[config.mk]
export PLATFORM = sky130hd
export DESIGN_NAME = fetch_ctrl
export DESIGN_NICKNAME = d
export VERILOG_FILES = /design/src/rtl/fetch_ctrl_pkg.sv /design/src/rtl/bht.sv /design/src/rtl/fetch_ctrl.sv
export SDC_FILE = /design/constraint.sdc
export NUM_CORES = 1
export LEC_CHECK = 0
export CAP_MARGIN = 20
export CORE_ASPECT_RATIO = 1.2
export CORE_MARGIN = 2
export CORE_UTILIZATION = 40
export CTS_CLUSTER_DIAMETER = 100
export CTS_CLUSTER_SIZE = 12
export DETAILED_ROUTE_END_ITERATION = 6
export PLACE_DENSITY = 0.72
export SYNTH_ARGS = -nofsm -noshare
export SYNTH_HDL_FRONTEND = slang
export SYNTH_HIERARCHICAL = 1
export SYNTH_SLANG_ARGS = --single-unit
[constraint.sdc]
create_clock -name clk_in -period 6.3 [get_ports clk_in]
set_clock_uncertainty 0.15 [all_clocks]
set_input_delay 0.945 -clock clk_in [delete_from_list [all_inputs] [get_ports clk_in]]
set_output_delay 0.945 -clock clk_in [all_outputs]
set_load 0.1 [all_outputs]
[src/rtl/fetch_ctrl_pkg.sv]
// fetch_ctrl_pkg: opcodes, predictor sizing and FSM states shared by the fetch unit.
package fetch_ctrl_pkg;
    localparam logic [6:0] OP_JALR     = 7'b1100111;
    localparam logic [6:0] OP_BRANCH   = 7'b1100011;
    localparam int         BHT_SIZE    = 16;
    localparam int         BHT_IDX_BIT = 4;

    typedef enum logic [2:0] {
        S_REQ,
        S_WAIT,
        S_ISSUE,
        S_DROP,
        S_JALR
    } state_t;
endpackage

[src/rtl/bht.sv]
// bht: table of 2-bit saturating branch counters, combinational read, registered update.
module bht
    import fetch_ctrl_pkg::*;
(
    input  logic                   clk_in,
    input  logic                   rst_in,
    input  logic [BHT_IDX_BIT-1:0] rd_idx,
    output logic                   rd_taken,
    input  logic                   upd_en,
    input  logic [BHT_IDX_BIT-1:0] upd_idx,
    input  logic                   upd_taken
);
    logic [1:0] ctr [BHT_SIZE];

    always_ff @(posedge clk_in or negedge rst_in) begin
        if (!rst_in) begin
            for (int i = 0; i < BHT_SIZE; i++) ctr[i] <= 2'b01;
        end else if (upd_en) begin
            if (upd_taken && ctr[upd_idx] != 2'b11) ctr[upd_idx] <= ctr[upd_idx] + 2'd1;
            else if (!upd_taken && ctr[upd_idx] != 2'b00) ctr[upd_idx] <= ctr[upd_idx] - 2'd1;
        end
    end

    // read sees the pre-update value when the same entry is written this cycle
    assign rd_taken = ctr[rd_idx][1];
endmodule

[src/rtl/fetch_ctrl.sv]
// fetch_ctrl: single-outstanding instruction fetch FSM feeding the decoder,
// with redirect handling and a bht-based taken prediction per fetched word.
module fetch_ctrl
    import fetch_ctrl_pkg::*;
(
    input  logic        clk_in,
    input  logic        rst_in,
    input  logic        rdy_in,
    output logic        icache_req,
    output logic [31:0] icache_addr,
    input  logic        icache_valid,
    input  logic [31:0] icache_data,
    output logic        to_decoder,
    output logic [31:0] pc,
    output logic [31:0] inst,
    output logic        predict,
    input  logic        dec_accept,
    input  logic [31:0] dec_next_pc,
    input  logic        rob_clear,
    input  logic [31:0] rob_target_pc,
    input  logic        br_update_en,
    input  logic [31:0] br_update_pc,
    input  logic        br_taken
);
    state_t      state, state_nx;
    logic [31:0] pc_nx, inst_nx;
    logic        predict_nx;
    logic        held;
    logic [31:0] held_data;
    logic        resp_valid;
    logic [31:0] resp_data;
    logic        bht_taken;
    logic        outstanding;
    logic        unused_pc_bits;

    // the icache keeps running while paused, so a response seen then is parked here
    assign resp_valid  = icache_valid | held;
    assign resp_data   = held ? held_data : icache_data;
    assign outstanding = state == S_REQ || ((state == S_WAIT || state == S_DROP) && !resp_valid);

    assign icache_req  = state == S_REQ && rdy_in && rst_in;
    assign icache_addr = pc;
    assign to_decoder  = state == S_ISSUE;

    assign unused_pc_bits = ^{br_update_pc[31:BHT_IDX_BIT+2], br_update_pc[1:0]};

    bht u_bht (
        .clk_in    (clk_in),
        .rst_in    (rst_in),
        .rd_idx    (pc[BHT_IDX_BIT+1:2]),
        .rd_taken  (bht_taken),
        .upd_en    (br_update_en && rdy_in),
        .upd_idx   (br_update_pc[BHT_IDX_BIT+1:2]),
        .upd_taken (br_taken)
    );

    always_comb begin
        state_nx   = state;
        pc_nx      = pc;
        inst_nx    = inst;
        predict_nx = predict;
        if (rdy_in) begin
            if (rob_clear) begin
                pc_nx    = rob_target_pc;
                state_nx = outstanding ? S_DROP : S_REQ;
            end else begin
                case (state)
                    S_REQ: state_nx = S_WAIT;
                    S_WAIT: if (resp_valid) begin
                        inst_nx    = resp_data;
                        predict_nx = bht_taken;
                        state_nx   = S_ISSUE;
                    end
                    S_ISSUE: if (dec_accept) begin
                        state_nx = inst[6:0] == OP_JALR ? S_JALR : S_REQ;
                        pc_nx    = inst[6:0] == OP_JALR ? pc : dec_next_pc;
                    end
                    S_DROP: state_nx = resp_valid ? S_REQ : S_DROP;
                    default: state_nx = state;
                endcase
            end
        end
    end

    always_ff @(posedge clk_in or negedge rst_in) begin
        if (!rst_in) begin
            state     <= S_REQ;
            pc        <= '0;
            inst      <= '0;
            predict   <= 1'b0;
            held      <= 1'b0;
            held_data <= '0;
        end else begin
            state   <= state_nx;
            pc      <= pc_nx;
            inst    <= inst_nx;
            predict <= predict_nx;
            if (!rdy_in && icache_valid) begin
                held      <= 1'b1;
                held_data <= icache_data;
            end else if (rdy_in) begin
                held <= 1'b0;
            end
        end
    end
endmodule

=== Yosys cells after proc, flatten, opt, wreduce, memory -nomap -nowiden ===
Index checks and enable logic that the tools add are counted.

* Add/sub/neg operators: 2
* Order comparisons: 3
* Equal/unequal tests: 8
* Mux-type cells: 26
* Bitwise gates (word level): 4
* Reductions and logical operators: 24

{| class="wikitable"
|+ Operators by type and width
! operator !! number
|-
| two-way mux 32 bit || 7
|-
| bitwise mux 32 bit || 2
|-
| binary-select mux 2 bit (select 4 bit) || 2
|-
| two-way mux 2 bit || 7
|-
| two-way mux 3 bit || 4
|-
| case mux 3 bit (4 select lines) || 1
|-
| AND reduction 4 bit || 3
|-
| greater-or-equal comparator 5 bit, second input constant || 2
|-
| NOT 4 -> 5 bit || 2
|-
| nonzero test 2 bit || 5
|-
| demux 2 bit (select 4 bit) || 1
|-
| logical AND 1 bit || 8
|-
| == test 7 bit, second input constant || 1
|-
| == test 3 x 2 -> 1 bit, second input constant || 2
|-
| less-than comparator 5 x 1 -> 1 bit, second input constant || 1
|-
| nonzero test 5 bit || 1
|-
| inequality test 2 bit, second input constant || 2
|-
| == test 3 x 1 -> 1 bit, second input constant || 1
|-
| zero test 1 bit || 3
|-
| zero test 3 bit || 1
|-
| inequality test 3 x 1 -> 1 bit, second input constant || 1
|-
| inequality test 3 bit, second input constant || 1
|-
| adder 2 x 1 -> 2 bit, second input constant || 1
|-
| logical OR 1 bit || 2
|-
| other kinds (5) || 6
|}

* Flip-flop bits (word level): 133
* Output and inout bits: 99
* Logic and storage cells: 89

=== Logic depth before layout (Yosys ltp) ===
* Depth in word-level cells: 8
* Gate-level depth with buffers: 10

=== Hierarchy ===
The synthesis kept the hierarchy.

{| class="wikitable"
|+ By module, submodules not included
! module !! times used !! cells each !! area an instance (sq um) !! sequential area each (sq um)
|-
| fetch_ctrl || 1 || 392 || 4663.2 || 2527.4
|-
| bht || 1 || 143 || 2039.5 || 820.8
|}

=== Worst setup path before layout ===
OpenSTA, ideal clock, no wires.

* Path type: input port to flip-flop
* Start point: input br_update_pc[2]
* End point: register u_bht/ctr[25] in the netlist's numbering
* Arrival time: 3086 ps
* Required time: 6025 ps
* Path slack: 2939 ps
* Stages on the path: 10
* Path buffers: 3
* Cell sequence: buf_6 > buf_6 > mux4_2 > nand2_1 > nand4_1 > ha_1 > mux2_4 > buf_6 > nor4_4 > mux2_2

* Word-level cells in the longest chain between the ends: 8
* Elaborated cells on any way between the ends: 21
* Those cells by class: add/sub: 2; order compare: 2; eq/ne: 1; mux: 9; bitwise: 1; reduce/logical: 6

{| class="wikitable"
|+ RTL lines
! item !! RTL line !! RTL
|-
| start, declared || fetch_ctrl.sv:22 || <nowiki>input logic [31:0] br_update_pc,</nowiki>
|-
| NOT 4 -> 5 bit (implied by the code) * || bht.sv:19, bht.sv:20 ||
|-
| binary-select mux 2 bit (select 4 bit) (tied with other cells) || bht.sv:19, bht.sv:20 ||
|-
| two-way mux 2 bit (implied by the code) or logical AND 1 bit (tied branches) || bht.sv:19, bht.sv:20 ||
|-
| two-way mux 2 bit (implied by the code) || bht.sv:19, bht.sv:20 ||
|-
| subtractor 2 x 1 -> 2 bit (tied with other cells) || bht.sv:20 || <nowiki>else if (!upd_taken && ctr[upd_idx] != 2'b00) ctr[upd_idx] <= ctr[upd_idx] - 2'd1;</nowiki>
|-
| bitwise mux 32 bit (tied with other cells) || bht.sv:20 ||
|-
| two-way mux 32 bit or nonzero test 2 bit (tied branches) || - ||
|-
| two-way mux 32 bit or AND reduction 2 bit (tied branches) || - ||
|-
| end, declared || bht.sv:13 || <nowiki>logic [1:0] ctr [BHT_SIZE];</nowiki>
|}

Mark *: on every way between the ends. The rest lies on a longest branch, timed or not. The select of a mux whose other input is x is not followed.
A chain may end at the register's enable or synchronous reset.

=== Worst setup path in the final report ===
* Start point: input rdy_in
* End point: output icache_req

* Word-level cells in the longest chain between the ends: 2

{| class="wikitable"
|+ RTL lines
! item !! RTL line !! RTL
|-
| start, declared || fetch_ctrl.sv:8 || <nowiki>input logic rdy_in,</nowiki>
|-
| logical AND 1 bit (2 in series) || fetch_ctrl.sv:41 || <nowiki>assign icache_req = state == S_REQ && rdy_in && rst_in;</nowiki>
|-
| end, declared || fetch_ctrl.sv:9 || <nowiki>output logic icache_req,</nowiki>
|}

Every way passes these cells.

==> impl_metrics.tcl <==
set metrics [dict create \
    dp_slack_ns 1.55 \
    tns_ns 0 \
    rrSetupSlack_ns 3.24 \
    synth_compound_area_frac 0.0851 \
    cts_max_level 4 \
    track_usage 0.209 \
    peakVddDrop_mv 0.357 \
    synth-seq-cells 133 \
    place.gp.congestion 0.852 \
    power.internal_mw 2.38 \
    final_area_um2 9250 \
    drc 0 \
    rows 51 \
    worst_slack_ns 1.79 \
    crit_path_start "rdy_in" \
    synthSimpleGateAreaFrac 0.117 \
    seqPwrFrac 0.278 \
    cts.path.max_buffers 2 \
    synth_top_cell_area_share 0.437 \
    synth.mux.area_fraction 0.224 \
    fin_crit_ns 4.51 \
    synth_top_family_by_area "multiplexers" \
    synth_area_leaders "dfrtp_1 (44%), mux2_2 (11%), mux2i_1 (6.6%)" \
    clk_latency_ns 0.42 \
    power.total_mw 4.86 \
    holdBufCountCts 0 \
    syn-cell-area_um2 6700 \
    final_net_count 838 \
    initial_core_util 0.410 \
    clock_sinks 133 \
    num_vias 4986 \
    wire_per_inst_um 19.3 \
    synthAdderAreaFrac 0.00373 \
    synth-main-ff-cell "dfrtp_1" \
    critPathSlowestCell "clkdlybuf4s50_1" \
    ant_nets 0 \
    p_leak_nw 3.94 \
    io_pins 235 \
    critPathCaptureType "output port" \
    hold_viol_final 0 \
    die_w_um 122 \
    crit_fanout 45 \
    drt_pass1_iterations 5 \
    avgViaCountPerCell 5.39 \
    synth-xor-area-share 0.00131 \
    wl_um 17800 \
    p_clk_frac 0.197 \
    synth_edf_count 0 \
    cp_cell_sequence "clkdlybuf4s50_1, buf_4, and2b_2, and3_1, clkdlybuf4s50_1" \
    syn2layout_area_growth_pct 38.0 \
    cts-root-buf "clkbuf_16" \
    cts_setup_buffers 0 \
    ys_types 41 \
    cts_buffers 17 \
    grt.overflow.total 0 \
    r2r_cells 5 \
    async_flop_share 1.00 \
    die_area_um2 17800 \
    rsz0062_at_grt "false" \
    path_common_cell "clkdlybuf4s50_1" \
    combPwrFrac 0.525 \
    pwr_density_cell_nw_per_um2 525 \
    grt_max_degree 84 \
    avgSynthCellArea_um2 12.5 \
    placed_area_um2 8640 \
    status "finished, final reports clean" \
    cp.arrival_ns 3.41 \
    critPathKind "input port to output port" \
    synth-seq-area-share 0.500 \
    endpoint "icache_req" \
    critPathMaxStageDelay_ns 1.16 \
    final_max_slew_viol_count 0 \
    reg2reg_from "held" \
    setup_violations 0 \
    portBuffers 206 \
    clkSlewWorstSetupHoldPaths_ns 0.06 \
    coreArea_um2 16300 \
    syn-num-nets 673 \
    cap_violations 0 \
    die_y_um 146 \
    first_global_vias 5426 \
    relSlewSlack 0.304 \
    cts_resized 0 \
    cp-start-kind "input port" \
    grt_antenna_before_repair 0 \
    p_sw_frac 0.511 \
    cts_tree "yes" \
    p_switching_mw 2.48 \
    reg2reg_to "inst[24]" \
    synth_top_area_cell "dfrtp_1" \
    grt_first_pass_wirelength_um 29000 \
    finalCritPeriodShare 0.715 \
    worst_pin_slew_ns 1.04 \
    drtIter0Drc 248 \
    drive_gt1_frac 0.223 \
    num_antenna_cells 0 \
    worst_ep_required_time_ns 5.20 \
    ys_warn_count 6 \
    fmax_ghz 0.222 \
    hold_path.class "register to register" \
    syn-instance-count 535 \
    place_hpwl_um 12400 \
]
final cells by class:
cell class              count  area, µm²
clock buffers              18        439
multi-input cells         330       2890
repair buffers            216       2160
flip-flops and latches    133       3350
fillers                  1394       7090
inverters                   2       7.51
well taps                 212        265
clock inverters            14        138
power groups by stage:
stage          sequential (mW)  clock [mW]  combinational [mW]
6_report                  1.35       0.959                2.55
5_1_grt                   1.39        1.03                2.65
4_1_cts                   1.35       0.989                2.55
3_5_place_dp              1.36           0                2.55
3_3_place_gp              1.34           0                2.51
2_1_floorplan             2.35           0               0.970
worst min-delay path by stage:
stage          slack, ns    startpoint  cells past startpoint            to
6_report            0.33       inst[7]                      2       inst[7]
5_1_grt             0.36  held_data[6]                      1  held_data[6]
4_1_cts             0.33       inst[8]                      2       inst[8]
3_5_place_dp        0.32       inst[8]                      2       inst[8]
3_3_place_gp        0.31      inst[21]                      2      inst[21]
2_1_floorplan       0.31  held_data[6]                      1  held_data[6]
cell usage after synthesis (12+ instances only):
cell and count:
mux2_2 67, clkbuf_1 13, dfstp_2 16, o21ai_0 35, dfrtp_1 117, buf_2 17, a221o_1 32, nand2_1 43
buf_4 34, and3_1 33, mux2i_1 44, mux4_2 12
routing by layer:
layer / part of all wire / routed length, µm / global-route usage / vias to the layer above
li1: - / - / - / 2282
met1: 0.39 / 6920 / 0.249 / 2500
met2: 0.51 / 9060 / 0.346 / 177
met3: 0.085 / 1520 / 0.0803 / 27
met4: 0.019 / 339 / 0.0701 / 0
met5: 0 / 0 / 0 / -
metrics by stage:
step | util | cells | hold WS [ns]
after floorplan | - | 535 | 0.314
after CTS | 0.564 | 923 | 0.333
after detailed placement | 0.529 | 891 | 0.319
after global routing | 0.566 | 925 | 0.364
after global placement | 0.529 | 891 | 0.311
final | 0.566 | 925 | 0.326
cell families after synthesis:
group,after synthesis
flops,133
simple gates,125
xor+xnor,1
compound gates,76
mux,126
buf+inv,72
fa+ha+maj,2
placed cells by master (no fill, tap or decap), types with 2 or more instances in the layout:
| cell type | netlist | routed |
|---|---|---|
| clkdlybuf4s50_1 | 0 | 205 |
| dfrtp_1 | 117 | 116 |
| mux2_2 | 67 | 67 |
| mux2i_1 | 44 | 44 |
| nand2_1 | 43 | 43 |
| o21ai_0 | 35 | 35 |
| and3_1 | 33 | 33 |
| a221o_1 | 32 | 32 |
| clkbuf_16 | 0 | 17 |
| dfstp_2 | 16 | 16 |
| mux4_2 | 12 | 12 |
| buf_4 | 34 | 9 |
| nor3_2 | 9 | 9 |
| nand3_1 | 7 | 7 |
| inv_6 | 0 | 7 |
| nand2b_1 | 6 | 6 |
| nor2_1 | 5 | 5 |
| nand4_1 | 5 | 5 |
| clkinv_4 | 0 | 3 |
| nor2b_1 | 3 | 3 |
| nand4b_1 | 2 | 2 |
| inv_1 | 2 | 2 |
| nor4_4 | 2 | 2 |
| a21oi_1 | 2 | 2 |
| a22oi_1 | 2 | 2 |
| mux2_1 | 2 | 2 |
| clkinvlp_4 | 0 | 2 |
| and4_1 | 2 | 2 |
| nor4_2 | 2 | 2 |
| ha_1 | 2 | 2 |
critical path, delay by kind of cell:
family,cells,cell delay (ns)
buffers and inverters,3,1.99
and+or+nand+nor,2,0.46
(Power assumes the default switching activity.)
